[src/rtl/mmio_arb_pkg.sv]
// Shared MMIO bus constants and arbiter FSM state type.
// Imported by the arbiter, the bridge side and the slot decoder.
package mmio_arb_pkg;

    localparam int MMIO_ADDR_W = 21;
    localparam int MMIO_DATA_W = 32;
    localparam int LAT_CNT_W   = 2;

    typedef enum logic [1:0] {
        IDLE,
        ISSUE,
        WAIT,
        ACK
    } mmio_arb_state_t;

endpackage

[src/rtl/rr_arbiter_2.sv]
// Two-way round-robin pick: combinational one-hot grant,
// registered last-grant flag updated when a transaction completes.
module rr_arbiter_2 (
    input  logic       i_clk,
    input  logic       i_reset_n,
    input  logic [1:0] i_req,
    input  logic       i_update,
    input  logic       i_upd_id,
    output logic [1:0] o_grant
);

    logic r_last;
    logic w_both;
    logic w_only0;
    logic w_only1;

    assign w_both  = i_req[0] & i_req[1];
    assign w_only0 = i_req[0] & ~i_req[1];
    assign w_only1 = i_req[1] & ~i_req[0];

    always_comb begin
        o_grant = 2'b00;
        unique case (1'b1)
            w_both:  o_grant = r_last ? 2'b01 : 2'b10;
            w_only0: o_grant = 2'b01;
            w_only1: o_grant = 2'b10;
            default: o_grant = 2'b00;
        endcase
    end

    // Reset to master 1 so master 0 wins the first tie.
    always_ff @(posedge i_clk or negedge i_reset_n) begin
        if (!i_reset_n) begin
            r_last <= 1'b1;
        end else if (i_update) begin
            r_last <= i_upd_id;
        end
    end

endmodule

[src/rtl/mmio_arbiter.sv]
// Two-master MMIO bus arbiter: round-robin grant, one strobe per
// transaction, read data captured after a fixed slot latency.
module mmio_arbiter
    import mmio_arb_pkg::*;
#(
    parameter int ADDR_W     = MMIO_ADDR_W,
    parameter int DATA_W     = MMIO_DATA_W,
    parameter int RD_LATENCY = 1
) (
    input  logic              i_clk,
    input  logic              i_reset_n,
    input  logic              i_m0_req,
    input  logic              i_m0_write,
    input  logic [ADDR_W-1:0] i_m0_addr,
    input  logic [DATA_W-1:0] i_m0_wdata,
    output logic              o_m0_ack,
    output logic [DATA_W-1:0] o_m0_rdata,
    input  logic              i_m1_req,
    input  logic              i_m1_write,
    input  logic [ADDR_W-1:0] i_m1_addr,
    input  logic [DATA_W-1:0] i_m1_wdata,
    output logic              o_m1_ack,
    output logic [DATA_W-1:0] o_m1_rdata,
    output logic              o_mmio_cs,
    output logic              o_mmio_write,
    output logic              o_mmio_read,
    output logic [ADDR_W-1:0] o_mmio_addr,
    output logic [DATA_W-1:0] o_mmio_write_data,
    input  logic [DATA_W-1:0] i_mmio_read_data
);

    mmio_arb_state_t        r_state;
    logic                   r_sel;
    logic                   r_write;
    logic [LAT_CNT_W-1:0]   r_cnt;
    logic                   r_mmio_cs;
    logic                   r_mmio_write;
    logic                   r_mmio_read;
    logic [ADDR_W-1:0]      r_mmio_addr;
    logic [DATA_W-1:0]      r_mmio_wdata;
    logic                   r_m0_ack;
    logic                   r_m1_ack;
    logic [DATA_W-1:0]      r_m0_rdata;
    logic [DATA_W-1:0]      r_m1_rdata;

    logic [1:0]             w_grant;
    logic                   w_pick1;
    logic                   w_sel_write;
    logic [ADDR_W-1:0]      w_sel_addr;
    logic [DATA_W-1:0]      w_sel_wdata;

    rr_arbiter_2 u_rr (
        .i_clk     (i_clk),
        .i_reset_n (i_reset_n),
        .i_req     ({i_m1_req, i_m0_req}),
        .i_update  (r_state == ACK),
        .i_upd_id  (r_sel),
        .o_grant   (w_grant)
    );

    assign w_pick1     = w_grant[1];
    assign w_sel_write = w_pick1 ? i_m1_write : i_m0_write;
    assign w_sel_addr  = w_pick1 ? i_m1_addr  : i_m0_addr;
    assign w_sel_wdata = w_pick1 ? i_m1_wdata : i_m0_wdata;

    // The MMIO output registers double as the latched addr/wdata;
    // they are loaded on entry to ISSUE and cleared on exit.
    always_ff @(posedge i_clk or negedge i_reset_n) begin
        if (!i_reset_n) begin
            r_state      <= IDLE;
            r_sel        <= 1'b0;
            r_write      <= 1'b0;
            r_cnt        <= '0;
            r_mmio_cs    <= 1'b0;
            r_mmio_write <= 1'b0;
            r_mmio_read  <= 1'b0;
            r_mmio_addr  <= '0;
            r_mmio_wdata <= '0;
            r_m0_ack     <= 1'b0;
            r_m1_ack     <= 1'b0;
            r_m0_rdata   <= '0;
            r_m1_rdata   <= '0;
        end else begin
            r_m0_ack <= 1'b0;
            r_m1_ack <= 1'b0;
            unique case (r_state)
                IDLE: begin
                    if (|w_grant) begin
                        r_sel        <= w_pick1;
                        r_write      <= w_sel_write;
                        r_mmio_cs    <= 1'b1;
                        r_mmio_write <= w_sel_write;
                        r_mmio_read  <= ~w_sel_write;
                        r_mmio_addr  <= w_sel_addr;
                        r_mmio_wdata <= w_sel_wdata;
                        r_state      <= ISSUE;
                    end
                end
                ISSUE: begin
                    r_mmio_cs    <= 1'b0;
                    r_mmio_write <= 1'b0;
                    r_mmio_read  <= 1'b0;
                    r_mmio_addr  <= '0;
                    r_mmio_wdata <= '0;
                    if (r_write) begin
                        r_m0_ack <= ~r_sel;
                        r_m1_ack <= r_sel;
                        r_state  <= ACK;
                    end else begin
                        r_cnt   <= LAT_CNT_W'(RD_LATENCY - 1);
                        r_state <= WAIT;
                    end
                end
                WAIT: begin
                    if (r_cnt == '0) begin
                        if (r_sel) begin
                            r_m1_rdata <= i_mmio_read_data;
                        end else begin
                            r_m0_rdata <= i_mmio_read_data;
                        end
                        r_m0_ack <= ~r_sel;
                        r_m1_ack <= r_sel;
                        r_state  <= ACK;
                    end else begin
                        r_cnt <= r_cnt - 1'b1;
                    end
                end
                ACK: begin
                    r_state <= IDLE;
                end
                default: begin
                    r_state <= IDLE;
                end
            endcase
        end
    end

    assign o_mmio_cs         = r_mmio_cs;
    assign o_mmio_write      = r_mmio_write;
    assign o_mmio_read       = r_mmio_read;
    assign o_mmio_addr       = r_mmio_addr;
    assign o_mmio_write_data = r_mmio_wdata;
    assign o_m0_ack          = r_m0_ack;
    assign o_m1_ack          = r_m1_ack;
    assign o_m0_rdata        = r_m0_rdata;
    assign o_m1_rdata        = r_m1_rdata;

endmodule
[config.mk]
export PLATFORM = sky130hd
export DESIGN_NAME = mmio_arbiter
export DESIGN_NICKNAME = d
export VERILOG_FILES = /design/src/rtl/mmio_arb_pkg.sv /design/src/rtl/rr_arbiter_2.sv /design/src/rtl/mmio_arbiter.sv
export SDC_FILE = /design/constraint.sdc
export NUM_CORES = 1
export LEC_CHECK = 0
export ABC_AREA = 1
export BUFFER_PORTS_ARGS = -buffer_cell sky130_fd_sc_hd__buf_2
export CAP_MARGIN = 40
export CORE_MARGIN = 4
export CORE_UTILIZATION = 28
export CTS_CLUSTER_DIAMETER = 150
export DETAILED_ROUTE_END_ITERATION = 7
export GPL_TIMING_DRIVEN = 0
export PLACE_DENSITY = 0.55
export SYNTH_ARGS = -nofsm -noshare
export SYNTH_HDL_FRONTEND = slang
export SYNTH_SLANG_ARGS = --single-unit
[constraint.sdc]
create_clock -name i_clk -period 1.7 [get_ports i_clk]
set_input_delay 0.34 -clock i_clk [delete_from_list [all_inputs] [get_ports i_clk]]
set_output_delay 0.34 -clock i_clk [all_outputs]
set_load 0.02 [all_outputs]
==> flow_metrics.py <==
metrics = {
    "final_layout": {
        "num-fill-cells": 2184,
        "ff_latch_area_sq_mm": 0.00323,
        "area_growth_pct": 40.4,
        "drive_above_1_share_pct": 34.1,
        "final_core_util_pct": 39.8,
        "nets": 1159,
        "antenna_cells": 0,
        "multi_input_area_sq_mm": 0.00222,
        "stdcell_count": 1297,
    },
    "synth": {
        "synth_cell_types": 18,
        "synth_fp_nets": 870,
        "yosys_warnings": 0,
        "yosysSeqAreaShare_pct": 54.1,
        "syn_inst": 720,
        "syn_area_sq_mm": 0.00597,
        "syn_avg_cell_area_sq_um": 8.29,
        "synth-seq-cells": 129,
    },
    "timing": {
        "hold_viol": 0,
        "fin_crit_ns": 1.55,
        "rsz0062_at_grt": "no",
        "setup_viol": 0,
        "tns_ns": 0,
        "period_share_pct": 91.4,
        "worst_pin_slew_ns": 0.613,
        "clock_skew_ns": 0.00899,
        "finalMaxSlewViolations": 0,
        "slew_headroom_pct": 59.1,
        "max_freq_mhz": 644,
    },
    "floorplan": {
        "core.rowCount": 53,
        "start_util_pct": 28.4,
        "core_area_sq_mm": 0.0210,
        "die_height_um": 154,
        "die_width_um": 154,
        "die-area_sq_mm": 0.0237,
        "ioPinCount": 266,
    },
    "critical_path": {
        "cp.required_ns": 2.00,
        "critPathArrivalTime_ns": 1.86,
        "end_kind": "register",
        "path_class": "register to register",
        "critPathMaxFanout": 10,
        "worstSetupStartpointType": "register",
    },
    "drt": {
        "routed_wl_um": 19100,
        "routedWlPerCell_um": 14.7,
        "vias_per_cell": 4.47,
        "drc": 0,
        "num_vias": 5798,
        "drt_pre_antenna_iters": 4,
        "drtAntennaViolNets": 0,
        "drt_iter0_markers": 180,
    },
    "global_routing": {
        "grt_usage_pct": 15.9,
        "grt_max_degree": 67,
        "grt_overflow": 0,
        "antenna_found_initial": 2,
        "grt_pass1_vias": 5841,
        "grt_pass1_wl_um": 30400,
    },
    "cts": {
        "cts.sinks": 129,
        "clkTransAtPathRegs_ns": 0.06,
        "cts_root_buf": "clkbuf_16",
        "numCtsBuffers": 17,
        "clk_latency_ns": 0.41,
        "h-tree-depth": 4,
        "cts_buffer_depth": 2,
        "cts_tree": "yes",
    },
    "pwr": {
        "p_leak_uw": 0.00481,
        "ir_drop_v": 0.000563,
        "power_density_mw_per_mm2": 1850,
    },
    "placement": {
        "dp_hpwl_um": 14400,
        "io_buffers": 265,
        "gp_congestion": 0.812,
        "placed_cells": 1261,
    },
    "min_path": {
        "hold_class": "primary input to register",
    },
    "outcome": {
        "status": "finished clean",
    },
    "run": {
        "cap_viol_max_count": 0,
    },
}
==> power by group <==
| group | internal, uW | switching, uW |
|---|---|---|
| combinational | 2320 | 4590 |
| sequential | 4430 | 733 |
| clock | 2020 | 1430 |
==> area by class of cell <==
class	instances	share of cell area, %
clock inverters	15	1.60
multi-input cells	448	26.5
flip-flops and latches	129	38.6
clock buffers	17	5.08
inverters	98	4.39
well taps	275	4.11
plain buffers	45	2.99
repair buffers	270	16.8
==> final timing paths <==
| check | cells after the start | start | slack (ns) | end |
|---|---|---|---|---|
| max | 6 | u_rr.r_last | 0.15 | o_mmio_write_data[22] |
| min | 3 | i_mmio_read_data[19] | 0.20 | o_m1_rdata[19] |
| max reg2reg | 6 | u_rr.r_last | 0.15 | o_mmio_write_data[22] |
| min reg2reg | 2 | o_m1_rdata[7] | 0.48 | o_m1_rdata[7] |
| max in group asynchronous | 3 | i_reset_n | 0.43 | u_rr.r_last |
| min in group asynchronous | 2 | i_reset_n | 0.49 | o_m1_rdata[4] |
==> placed cells by master (no fill, tap or decap), types with 2 or more instances in the layout <==
cell / instances
o21ai_0: 70
dfrtp_1: 127
clkbuf_4: 10
ha_2: 2
buf_2: 277
clkbuf_2: 7
inv_2: 4
clkbuf_16: 17
inv_1: 94
clkinv_4: 3
nand2_1: 193
nand2_4: 3
clkinvlp_4: 3
clkbuf_1: 10
clkinv_2: 4
ha_1: 4
nor2_1: 6
nand3b_1: 54
nand3_1: 111
buf_4: 5
buf_6: 2
inv_6: 4
==> cells in the mapped netlist <==
library cell  instances  area, sq um
nor3_4                1         16.3
buf_2                12         60.1
nand2_2               1         6.26
ha_1                  6         75.1
dfrtp_1             128         3200
clkbuf_1             32          120
inv_2                 1         3.75
nand3_1             111          556
dfstp_2               1         26.3
nand2_1             196          736
a21oi_1               1         5.00
o21ai_1               1         5.00
inv_1                97          364
nor2_1                6         22.5
nand3b_1             54          405
o211ai_1              1         7.51
o21ai_0              70          350
buf_1                 1         3.75
==> per-layer routing <==
metal	vias up	wire length, um	track usage [%]
met5	-	27	0
met4	4	184	4.88
met3	15	1930	6.08
met2	230	8640	25.0
met1	2675	8280	20.4
li1	2874	-	-
==> cell families after synthesis <==
family / Yosys count / synth area share, %
AO/OA/AOI/OAI: 73 / 6.17
adder cells (fa/ha/maj): 6 / 1.26
buffers and inverters: 143 / 9.25
flip-flops: 129 / 54.1
AND/OR/NAND/NOR: 369 / 29.2
==> sequential cells by signal, indices dropped and copies added (netlist names) <==
| register | flops |
|---|---|
| r_state | 2 |
| r_sel | 1 |
| o_m1_rdata | 32 |
| u_rr.r_last | 1 |
| o_mmio_cs | 1 |
| o_mmio_write | 1 |
| o_m0_rdata | 32 |
| o_mmio_write_data | 32 |
| o_m0_ack | 1 |
| o_mmio_addr | 21 |
| o_mmio_read | 1 |
| r_write | 1 |
| r_cnt | 2 |
| o_m1_ack | 1 |
==> critical path, cell delays in order (launching register included) <==
cell and delay (ns):
dfstp_2 0.55, nand2_2 0.21, nand2_4 0.20, buf_2 0.25, nand2_1 0.08, nand3_1 0.11
nand2_1 0.05
==> stage by stage <==
step	hold slack, ns	cell area [sq um]	total power, uW	setup slack [ns]
6_report	0.204	8370	15500	0.146
2_1_floorplan	0.0444	5970	9310	0.183
3_5_place_dp	0.369	7670	11900	-0.321
3_3_place_gp	0.461	7640	11900	-1.61
4_1_cts	0.178	8320	15700	-0.129
5_1_grt	0.193	8370	16800	0.0114
==> timing repair <==
item / CTS / global route
setup endpoints to repair: 122 / 114
resized for setup: 28 / 38
pin swaps: 1 / 0
setup buffers: 3 / 0
endpoints found under the hold margin: 63 / 0
hold buffers: 1 / 0
Note: power is estimated with default switching activity, not from simulation.
